$ cat config.mk
export PLATFORM = sky130hd
export DESIGN_NAME = fixed_set_tx_flat
export DESIGN_NICKNAME = d
export VERILOG_FILES = /design/src/rtl/fixed_set_pkg.sv /design/src/rtl/fixed_set_tx_if.sv /design/src/rtl/fixed_set_tx.sv /design/src/flat_wrapper.sv
export SDC_FILE = /design/constraint.sdc
export NUM_CORES = 1
export LEC_CHECK = 0
export CAP_MARGIN = 10
export CELL_PAD_IN_SITES_DETAIL_PLACEMENT = 1
export CELL_PAD_IN_SITES_GLOBAL_PLACEMENT = 2
export CORE_ASPECT_RATIO = 1.5
export CORE_MARGIN = 4
export CORE_UTILIZATION = 32
export DETAILED_ROUTE_END_ITERATION = 10
export PLACE_DENSITY_LB_ADDON = 0.1
export SYNTH_ARGS = -nofsm -noshare
export SYNTH_HDL_FRONTEND = slang
export SYNTH_SLANG_ARGS = --single-unit
$ cat constraint.sdc
create_clock -name clk -period 2 [get_ports clk]
set_input_delay 0.2 -clock clk [delete_from_list [all_inputs] [get_ports clk]]
set_output_delay 0.2 -clock clk [all_outputs]
set_load 0.005 [all_outputs]
$ cat src/rtl/fixed_set_pkg.sv
// Package for fixed_set_tx: widths, default phase lengths, FSM state type
// and a small helper used to load the shared phase down-counter.
package fixed_set_pkg;

    localparam int DATA_W        = 8;
    localparam int CNT_W         = 4;
    localparam int SETUP_CYC_DEF = 2;
    localparam int PULSE_CYC_DEF = 4;
    localparam int HOLD_CYC_DEF  = 4;

    typedef enum logic [1:0] {
        ST_IDLE  = 2'd0,
        ST_SETUP = 2'd1,
        ST_PULSE = 2'd2,
        ST_HOLD  = 2'd3
    } state_t;

    // The counter counts down to zero, so a phase of N cycles loads N-1.
    function automatic logic [CNT_W-1:0] cnt_load(input int cyc);
        return CNT_W'(cyc - 1);
    endfunction

endpackage

$ cat src/rtl/fixed_set_tx_if.sv
// Bus bundle for fixed_set_tx.
//   wr_en/wr_addr/wr_data : staging register writes (addr 0 = init, 1 = step)
//   commit                : request to publish the staged pair
//   busy/done             : transfer status back to the host
//   update_flag           : strobe to the downstream capture block
//   fixed_init/fixed_step : published values
// master = host/downstream side, slave = fixed_set_tx.
interface fixed_set_tx_if;

    logic                             wr_en;
    logic                             wr_addr;
    logic [fixed_set_pkg::DATA_W-1:0] wr_data;
    logic                             commit;
    logic                             busy;
    logic                             done;
    logic                             update_flag;
    logic [fixed_set_pkg::DATA_W-1:0] fixed_init;
    logic [fixed_set_pkg::DATA_W-1:0] fixed_step;

    modport master (
        output wr_en, wr_addr, wr_data, commit,
        input  busy, done, update_flag, fixed_init, fixed_step
    );

    modport slave (
        input  wr_en, wr_addr, wr_data, commit,
        output busy, done, update_flag, fixed_init, fixed_step
    );

endinterface

$ cat src/rtl/fixed_set_tx.sv
// fixed_set_tx: stages an init/step byte pair and publishes it to a
// downstream block with a setup / pulse / hold update_flag handshake.
//   clk     : sole clock, rising edge
//   reset_n : synchronous active-low reset
//   bus     : fixed_set_tx_if.slave (staging writes, commit, status, outputs)
//
// state   | meaning
// --------+-----------------------------------------------------------
// IDLE    | waiting for commit; published values held
// SETUP   | values published, update_flag low, SETUP_CYC cycles
// PULSE   | update_flag high, PULSE_CYC cycles
// HOLD    | update_flag low, values still held, HOLD_CYC cycles
module fixed_set_tx
    import fixed_set_pkg::*;
#(
    parameter int SETUP_CYC = SETUP_CYC_DEF,
    parameter int PULSE_CYC = PULSE_CYC_DEF,
    parameter int HOLD_CYC  = HOLD_CYC_DEF
) (
    input logic            clk,
    input logic            reset_n,
    fixed_set_tx_if.slave  bus
);

    state_t              state;
    logic [CNT_W-1:0]    cnt;
    logic                pending;
    logic [DATA_W-1:0]   init_stage;
    logic [DATA_W-1:0]   step_stage;
    logic [DATA_W-1:0]   init_next;
    logic [DATA_W-1:0]   step_next;
    logic [DATA_W-1:0]   fixed_init_q;
    logic [DATA_W-1:0]   fixed_step_q;
    logic                update_flag_q;
    logic                done_q;

    // Staging contents including a write landing this cycle, so a snapshot
    // taken on the same edge sees the new byte.
    always_comb begin
        init_next = init_stage;
        step_next = step_stage;
        if (bus.wr_en) begin
            if (bus.wr_addr) begin
                step_next = bus.wr_data;
            end else begin
                init_next = bus.wr_data;
            end
        end
    end

    always_ff @(posedge clk) begin
        if (!reset_n) begin
            state         <= ST_IDLE;
            cnt           <= '0;
            pending       <= 1'b0;
            init_stage    <= '0;
            step_stage    <= '0;
            fixed_init_q  <= '0;
            fixed_step_q  <= '0;
            update_flag_q <= 1'b0;
            done_q        <= 1'b0;
        end else begin
            init_stage <= init_next;
            step_stage <= step_next;
            done_q     <= 1'b0;

            // Any number of commits during a transfer collapse into one
            // request; the HOLD-exit branch below consumes it.
            if (bus.commit && (state != ST_IDLE)) begin
                pending <= 1'b1;
            end

            case (state)
                ST_IDLE: begin
                    if (bus.commit) begin
                        state        <= ST_SETUP;
                        cnt          <= cnt_load(SETUP_CYC);
                        fixed_init_q <= init_next;
                        fixed_step_q <= step_next;
                    end
                end
                ST_SETUP: begin
                    if (cnt == '0) begin
                        state         <= ST_PULSE;
                        cnt           <= cnt_load(PULSE_CYC);
                        update_flag_q <= 1'b1;
                    end else begin
                        cnt <= cnt - 1'b1;
                    end
                end
                ST_PULSE: begin
                    if (cnt == '0) begin
                        state         <= ST_HOLD;
                        cnt           <= cnt_load(HOLD_CYC);
                        update_flag_q <= 1'b0;
                    end else begin
                        cnt <= cnt - 1'b1;
                    end
                end
                ST_HOLD: begin
                    if (cnt == '0) begin
                        done_q <= 1'b1;
                        // A commit arriving on this very cycle counts too.
                        if (pending || bus.commit) begin
                            state        <= ST_SETUP;
                            cnt          <= cnt_load(SETUP_CYC);
                            fixed_init_q <= init_next;
                            fixed_step_q <= step_next;
                            pending      <= 1'b0;
                        end else begin
                            state <= ST_IDLE;
                        end
                    end else begin
                        cnt <= cnt - 1'b1;
                    end
                end
                default: begin
                    state <= ST_IDLE;
                end
            endcase
        end
    end

    assign bus.busy        = (state != ST_IDLE);
    assign bus.done        = done_q;
    assign bus.update_flag = update_flag_q;
    assign bus.fixed_init  = fixed_init_q;
    assign bus.fixed_step  = fixed_step_q;

endmodule

$ cat src/flat_wrapper.sv
// flat-port wrapper written by rule: the top's interface ports become plain ports
module fixed_set_tx_flat import fixed_set_pkg::*;
#(
    parameter int SETUP_CYC = SETUP_CYC_DEF,
    parameter int PULSE_CYC = PULSE_CYC_DEF,
    parameter int HOLD_CYC  = HOLD_CYC_DEF
)
  (clk, reset_n, bus_wr_en, bus_wr_addr, bus_wr_data, bus_commit, bus_busy, bus_done, bus_update_flag, bus_fixed_init, bus_fixed_step);
  fixed_set_tx_if bus_i ();
  input logic clk;
  input logic reset_n;
  input wire logic [$bits(bus_i.wr_en)-1:0] bus_wr_en;
  input wire logic [$bits(bus_i.wr_addr)-1:0] bus_wr_addr;
  input wire logic [$bits(bus_i.wr_data)-1:0] bus_wr_data;
  input wire logic [$bits(bus_i.commit)-1:0] bus_commit;
  output wire logic [$bits(bus_i.busy)-1:0] bus_busy;
  output wire logic [$bits(bus_i.done)-1:0] bus_done;
  output wire logic [$bits(bus_i.update_flag)-1:0] bus_update_flag;
  output wire logic [$bits(bus_i.fixed_init)-1:0] bus_fixed_init;
  output wire logic [$bits(bus_i.fixed_step)-1:0] bus_fixed_step;
  assign bus_i.wr_en = bus_wr_en;
  assign bus_i.wr_addr = bus_wr_addr;
  assign bus_i.wr_data = bus_wr_data;
  assign bus_i.commit = bus_commit;
  assign bus_busy = bus_i.busy;
  assign bus_done = bus_i.done;
  assign bus_update_flag = bus_i.update_flag;
  assign bus_fixed_init = bus_i.fixed_init;
  assign bus_fixed_step = bus_i.fixed_step;
  fixed_set_tx #(.SETUP_CYC(SETUP_CYC), .PULSE_CYC(PULSE_CYC), .HOLD_CYC(HOLD_CYC)) u_core (.clk(clk), .reset_n(reset_n), .bus(bus_i));
endmodule
==> out/results.ini, run 1 <==
[yosys]
synth_area_um2=1820
avgSynthCellArea_um2=9.72
synth_top_area_frac=0.452
async_flop_share=0
syn_inst=187
yosysMostFrequentCell=dfxtp_1
synth_cell_types=32
yosys.area.top_type=dfxtp_1
netlist_top_cells_area=dfxtp_1 (45%), mux2i_1 (9.4%), o21ai_2 (7.7%)
yosysWarningCount=0
synth_common_cells=dfxtp_1 (41), inv_1 (22), nand2b_1 (18)
ys_seq_area_frac=0.452
ys.flop_type=dfxtp_1
synth_edf_count=0
synth_fp_nets=205
synth-seq-cells=41

[routing]
wirelength_um=4070
num_vias=1383
drt_iter0_markers=54
drcViolationCount=0
ant_nets=0
routed_via_density=4.77
dr.pass1.iters=3
avgRoutedWirePerCell_um=14.0

[critical_path]
criticalPathCategory=reg -> out
cp.required_ns=1.80
path_delay_family=buffers and inverters
arrival_ns=1.66
startpoint=u_core.state[1]$_SDFFE_PN0P_
startpoint_type=flip-flop
cp_slowest_cell=clkdlybuf4s50_1
crit_path_end_kind=output port
cp_common_cell=inv_1
worstPathCellList=inv_1 > ha_1 > inv_1 > clkdlybuf4s50_1
rr_startpoint=u_core.state[1]$_SDFFE_PN0P_
crit_path_max_incr_delay_ns=0.50
path_buf_inv=3
path_max_fanout=5

[timing]
tightestPinTransition_ns=0.525
whs_ns=0.459
slew_headroom=0.647
skew_ns=0.00590
finalHoldViolCount=0
rsz0062_at_grt=no
fmax_ghz=0.539
period_share=0.928
tns_ns=0
slew_violations=0
setup_violations=0
period_minus_slack_ns=1.86

[clock_tree]
htreeDepth=2
cts-root-buf=clkbuf_8
cts_buffer_depth=2
cts_tree=done
cts_sinks=41
cts_setup_buffers=0
cts_resized=0
path_clk_slew_ns=0.08
hold_buffers=0
cts_made_buffers=5
clk_latency_ns=0.29

[global_routing]
grt_overflow_total=0
grt_max_degree=42
track_usage=0.129
grt_pass1_vias=1532
antenna_found_initial=0
grt_pass1_wl_um=7150

[power]
internal_power_mw=1.57
p_switching_mw=0.776
powerDensity_nw_per_um2=1020
swShare=0.332
clkPwrFrac=0.233
ir_drop_mv=0.498
p_leak_nw=1.05
pwr-share-comb=0.343
seqPwrFrac=0.424

[placed_design]
place.gp.congestion=0.815
port_buffers=31
hpwl_um=2940

[hold_path]
hold_path_class=reg -> reg
min_from=u_core.bus.fixed_init[5]$_SDFFE_PN0P_

[floorplan]
coreArea_um2=5490
dieWidth_um=69.5
design.die.area_um2=6970
rows=33
start_util=0.331
die_height_um=100
boundaryPins=32

[finish]
n_fill_cell=641
syn_to_final_growth_pct=26.9
diodes=0
drive_above_1_share=0.155
final_net_count=238

[flow_run]
maxCapViolCount=0

[outcome]
status=complete, no violations

==> layer usage <==
layer,GRT usage,part of all wire,vias up
li1,-,-,690
met1,0.137,0.41,666
met4,0.0511,0.017,0
met3,0.0291,0.027,5
met5,0,0,-
met2,0.245,0.55,22
==> kinds of logic after synthesis <==
| logic type | after synthesis | share of synthesized area |
|---|---|---|
| simple gates | 61 | 0.202 |
| compound gates | 33 | 0.143 |
| buf+inv | 30 | 0.0751 |
| flops | 41 | 0.452 |
| mux | 17 | 0.0937 |
| fa+ha+maj | 5 | 0.0344 |
==> per-stage QoR <==
step	cells	utilization	setup WS, ns	total power [mW]	cell area [um^2]
floorplan	187	-	0.521	1.53	1820
global placement	283	0.404	0.397	1.79	2220
detailed placement	283	0.404	0.352	1.83	2220
CTS	290	0.420	0.139	2.39	2310
global route	290	0.420	0.0410	2.52	2310
finish	290	0.420	0.145	2.34	2310
==> state kept, by name (all words and copies together), names as in the netlist <==
register / flops
u_core.bus.done: 1
u_core.init_stage: 8
u_core.bus.fixed_step: 8
u_core.pending: 1
u_core.state: 2
u_core.cnt: 4
u_core.bus.update_flag: 1
u_core.step_stage: 8
u_core.bus.fixed_init: 8
==> cell usage in the layout, fill, tap and decap left out <==
cell type / netlist / layout
and2b_2: 1 / 1
nand2_1: 6 / 6
o211a_1: 1 / 1
clkdlybuf4s50_1: 0 / 31
o41ai_1: 1 / 1
o21ai_1: 1 / 1
nand3_2: 4 / 4
nand3_1: 13 / 13
and3_2: 1 / 1
o311a_1: 1 / 1
a21oi_1: 2 / 2
a21boi_0: 1 / 1
dfxtp_1: 41 / 41
nand4bb_1: 1 / 1
o21ai_0: 6 / 6
mux2i_1: 17 / 17
clkbuf_8: 0 / 6
o21ai_2: 16 / 16
nor3_1: 2 / 2
buf_12: 0 / 2
ha_1: 5 / 5
clkbuf_1: 2 / 1
or2b_1: 1 / 1
nand2b_1: 18 / 18
nor2_1: 8 / 8
a31o_2: 1 / 1
o22ai_1: 1 / 1
nor4_4: 1 / 1
inv_1: 22 / 22
buf_4: 0 / 1
a21o_1: 1 / 1
o221ai_4: 0 / 1
nor2b_1: 5 / 5
==> final timing paths <==
kind	end	slack (ns)	cells after the start
max reg2reg	u_core.bus.fixed_init[0]$_SDFFE_PN0P_	0.32	7
min	u_core.bus.fixed_init[5]$_SDFFE_PN0P_	0.46	2
max	bus_busy	0.14	4
min reg2reg	u_core.bus.fixed_init[5]$_SDFFE_PN0P_	0.46	2
==> worst register-to-register path: stages (launching register included) <==
cell and delay (ns):
dfxtp_1 0.42, inv_1 0.11, ha_1 0.25, nor2b_1 0.24, o221ai_4 0.16, buf_12 0.20, nand3_1 0.13, o21ai_2 0.06
==> final cells by class <==
cell class / count / area, um^2 / share of cell area
Inverter: 22 / 82.6 / 0.0358
Multi-Input combinational cell: 116 / 871 / 0.378
Timing Repair Buffer: 34 / 358 / 0.155
Clock buffer: 7 / 86.3 / 0.0374
Sequential cell: 41 / 821 / 0.356
Tap cell: 70 / 87.6 / 0.0380
==> power by group through the flow <==
stage | registers [mW] | logic [mW] | clock network [mW]
6_report | 0.993 | 0.804 | 0.545
5_1_grt | 1.01 | 0.897 | 0.611
4_1_cts | 0.995 | 0.824 | 0.575
3_5_place_dp | 1.01 | 0.816 | 0
3_3_place_gp | 1.00 | 0.790 | 0
2_1_floorplan | 0.999 | 0.533 | 0
Note: power is estimated with default switching activity, not from simulation.
==> run 2: changes to the inputs <==
- RECOVER_POWER: unset -> 25
==> out/results.ini, run 2 (synthesis gave the netlist of run 1 again) <==
[clock_tree]
cts_buffer_depth=2
cts-root-buf=clkbuf_8
cts_setup_buffers=0
cts_sinks=41
hold_buffers=0
cts_tree=done
cts_made_buffers=5
cts_resized=0
htreeDepth=2
clk_latency_ns=0.29
path_clk_slew_ns=0.08

[critical_path]
rr_worst_depth=7
crit_path_end=bus_busy
startpoint=u_core.state[1]$_SDFFE_PN0P_
worstPathCellList=inv_1 > ha_1 > inv_1 > clkdlybuf4s50_1
reg2reg_to=u_core.bus.fixed_init[0]$_SDFFE_PN0P_
cp_slowest_cell=clkdlybuf4s50_1
rr_startpoint=u_core.state[1]$_SDFFE_PN0P_
path_delay_family=buffers and inverters
path_buf_inv=3
criticalPathCategory=reg -> out
arrival_ns=1.66
cp.required_ns=1.80
startpoint_type=flip-flop
r2r_slack_ns=0.32
path_max_fanout=5
crit_path_max_incr_delay_ns=0.50
crit_path_end_kind=output port
cp_common_cell=inv_1
cp.depth=4

[timing]
tns_ns=0
slew_violations=0
setup_violations=0
period_minus_slack_ns=1.86
slew_headroom=0.541
finalHoldViolCount=0
period_share=0.928
skew_ns=0.00590
rsz0062_at_grt=no
tightestPinTransition_ns=0.688
fmax_ghz=0.539
setup_ws_ns=0.145

[placed_design]
place_inst=283
place_ws_ns=0.352
port_buffers=31
hpwl_um=2940
place.gp.congestion=0.815

[routing]
drt_iter0_markers=54
avgRoutedWirePerCell_um=14.0
wirelength_um=4070
ant_nets=0
dr.pass1.iters=3
drcViolationCount=0
routed_via_density=4.77
num_vias=1383

[floorplan]
dieWidth_um=69.5
die_height_um=100
rows=33
coreArea_um2=5490
start_util=0.331
boundaryPins=32
design.die.area_um2=6970

[global_routing]
grt_overflow_total=0
track_usage=0.129
grt_max_degree=42
grt_pass1_vias=1532
grt_pass1_wl_um=7150
antenna_found_initial=0

[finish]
final_net_count=238
layout.cells.non_filler=290
drive_above_1_share=0.150
syn_to_final_growth_pct=26.7
final_common_cell=dfxtp_1
final_cell_mix=dfxtp_1 (41), clkdlybuf4s50_1 (30), inv_1 (22)
n_fill_cell=640
diodes=0

[flow_run]
maxCapViolCount=0

[hold_path]
hold_path_class=reg -> reg

[power]
p_leak_nw=1.04
powerDensity_nw_per_um2=1020
ir_drop_mv=0.498

[outcome]
status=complete, no violations

## run 2: worst min-delay path, stage by stage, from the launching register on
cell and delay (ns):
dfxtp_1 0.32, nand3_2 0.06, o21ai_2 0.04
## run 2: how the worst min path moves through the flow
stage	depth (start not counted)	start	to	slack [ns]
6_report	2	u_core.bus.fixed_init[5]$_SDFFE_PN0P_	u_core.bus.fixed_init[5]$_SDFFE_PN0P_	0.46
4_1_cts	2	u_core.bus.fixed_init[6]$_SDFFE_PN0P_	u_core.bus.fixed_init[6]$_SDFFE_PN0P_	0.47
3_3_place_gp	2	u_core.bus.fixed_init[6]$_SDFFE_PN0P_	u_core.bus.fixed_init[6]$_SDFFE_PN0P_	0.45
5_1_grt	2	u_core.bus.fixed_init[5]$_SDFFE_PN0P_	u_core.bus.fixed_init[5]$_SDFFE_PN0P_	0.48
2_1_floorplan	2	reset_n	u_core.step_stage[2]$_SDFF_PN0_	0.34
3_5_place_dp	2	u_core.bus.fixed_init[6]$_SDFFE_PN0P_	u_core.bus.fixed_init[6]$_SDFFE_PN0P_	0.45
## run 2: final cells by class
type	count	area, um^2	share of cell area
clock buffer	7	86.3	0.0375
inverter	22	82.6	0.0359
multi-input combinational	116	871	0.378
sequential	41	821	0.357
tap	70	87.6	0.0380
timing repair buffer	34	354	0.154
## run 2: power breakdown
group	internal, mW	switching [mW]
Clock	0.274	0.270
Sequential	0.915	0.0784
Combinational	0.375	0.427
## run 2: stage by stage
stage	instance area, um^2	total power, mW	util	hold WS (ns)
6_report	2300	2.34	0.419	0.459
5_1_grt	2300	2.52	0.419	0.485
4_1_cts	2310	2.39	0.420	0.466
3_5_place_dp	2220	1.83	0.404	0.452
3_3_place_gp	2220	1.79	0.404	0.447
2_1_floorplan	1820	1.53	-	0.336
## run 2: per-layer routing
metal  up-vias  GRT usage  routed length, um
met5         -          0                  0
met4         0     0.0511                 68
met3         5     0.0291                111
met2        22      0.245               2220
met1       666      0.137               1660
li1        690          -                  -
==> run 3: changes to the inputs <==
- CORE_UTILIZATION: 32 -> 38
- CTS_CLUSTER_SIZE: unset -> 8
- DONT_BUFFER_PORTS: unset -> 1
- SLEW_MARGIN: unset -> 5
==> out/results.ini, run 3 (synthesis gave the netlist of run 1 again) <==
[critical_path]
worstPathCellList=ha_1 > inv_1 > o221ai_4 > buf_12 > nand3_1 > o21ai_2
cp_slowest_cell=o221ai_4
startpoint_type=flip-flop
crit_path_end=u_core.bus.fixed_init[3]$_SDFFE_PN0P_
path_buf_inv=2
path_max_fanout=24
rr_worst_depth=6
crit_path_end_kind=flip-flop
r2r_slack_ns=0.18
path_delay_family=compound AO/OA/AOI/OAI gates
crit_path_max_incr_delay_ns=0.43
arrival_ns=2.04
criticalPathCategory=reg -> reg
startpoint=u_core.state[1]$_SDFFE_PN0P_
reg2reg_to=u_core.bus.fixed_init[3]$_SDFFE_PN0P_
cp.depth=6
rr_startpoint=u_core.state[1]$_SDFFE_PN0P_
cp.required_ns=2.23

[routing]
routed_via_density=5.02
wirelength_um=3820
avgRoutedWirePerCell_um=15.1
dr.pass1.iters=4
drt_iter0_markers=23
drcViolationCount=0
num_vias=1269
ant_nets=0

[timing]
slew_violations=0
tns_ns=0
tightestPinTransition_ns=0.621
finalHoldViolCount=0
fmax_ghz=0.550
rsz0062_at_grt=no
period_minus_slack_ns=1.82
period_share=0.909
whs_ns=0.0424
setup_ws_ns=0.181
skew_ns=0.00672
slew_headroom=0.586
setup_violations=0

[global_routing]
grt_pass1_vias=1408
antenna_found_initial=0
grt_pass1_wl_um=6540
track_usage=0.142
grt_max_degree=42
grt_overflow_total=0

[finish]
diodes=0
final_cell_mix=dfxtp_1 (41), inv_1 (22), nand2b_1 (18)
syn_to_final_growth_pct=8.40
final_net_count=206
final_common_cell=dfxtp_1
final_core_util=0.430
drive_above_1_share=0.180
final_area_um2=1970

[placed_design]
postPlaceCellArea_um2=1880
port_buffers=0
place.gp.congestion=0.779
hpwl_um=2840
place_ws_ns=0.182

[floorplan]
coreArea_um2=4580
boundaryPins=32
rows=30
dieWidth_um=64.5
design.die.area_um2=5970
start_util=0.397
die_height_um=92.7

[flow_run]
maxCapViolCount=0

[hold_path]
hold_depth=2
hold_path_class=in -> reg

[clock_tree]
cts_made_buffers=5
cts-root-buf=clkbuf_8
clk_latency_ns=0.29
cts_buffer_depth=2
cts_tree=done
cts_resized=0
path_clk_slew_ns=0.08
cts_setup_buffers=0
hold_buffers=0
htreeDepth=2
cts_sinks=41

[power]
p_leak_nw=0.917
ir_drop_mv=0.514
powerDensity_nw_per_um2=1110

[outcome]
status=complete, no violations

run 3: worst min path at each step:
stage            start                                     to
6_report       reset_n  u_core.bus.fixed_step[1]$_SDFFE_PN0P_
2_1_floorplan  reset_n        u_core.step_stage[2]$_SDFF_PN0_
3_5_place_dp   reset_n  u_core.bus.fixed_step[0]$_SDFFE_PN0P_
3_3_place_gp   reset_n             u_core.cnt[0]$_SDFFE_PN0P_
4_1_cts        reset_n             u_core.cnt[0]$_SDFFE_PN0P_
5_1_grt        reset_n  u_core.bus.fixed_init[6]$_SDFFE_PN0P_
run 3: final cells by class:
type / count / area [um^2]
fill: 562 / 2610
multi-input combinational: 116 / 871
sequential: 41 / 821
inverter: 22 / 82.6
tap: 64 / 80.1
clock buffer: 6 / 72.6
timing repair buffer: 2 / 27.5
clock inverter: 2 / 15.0
run 3: power breakdown:
group	switching [mW]	internal (mW)	total (mW)	leakage, nW
Sequential	0.0909	0.915	1.01	0.335
Clock	0.288	0.246	0.534	0.0374
Combinational	0.383	0.270	0.653	0.545
run 3: per-layer routing:
| metal | wire [um] | vias up | part of all wire | global-route usage |
|---|---|---|---|---|
| li1 | - | 625 | - | - |
| met5 | 0 | - | 0 | 0 |
| met3 | 197 | 5 | 0.052 | 0.0461 |
| met4 | 76 | 0 | 0.020 | 0.0582 |
| met1 | 1370 | 621 | 0.36 | 0.132 |
| met2 | 2180 | 18 | 0.57 | 0.274 |
run 3: stage by stage:
| stage | std cells | total power, mW |
|---|---|---|
| finish | 253 | 2.19 |
| global route | 253 | 2.36 |
| CTS | 253 | 2.24 |
| detailed placement | 245 | 1.70 |
| global placement | 245 | 1.66 |
| floorplan | 187 | 1.53 |
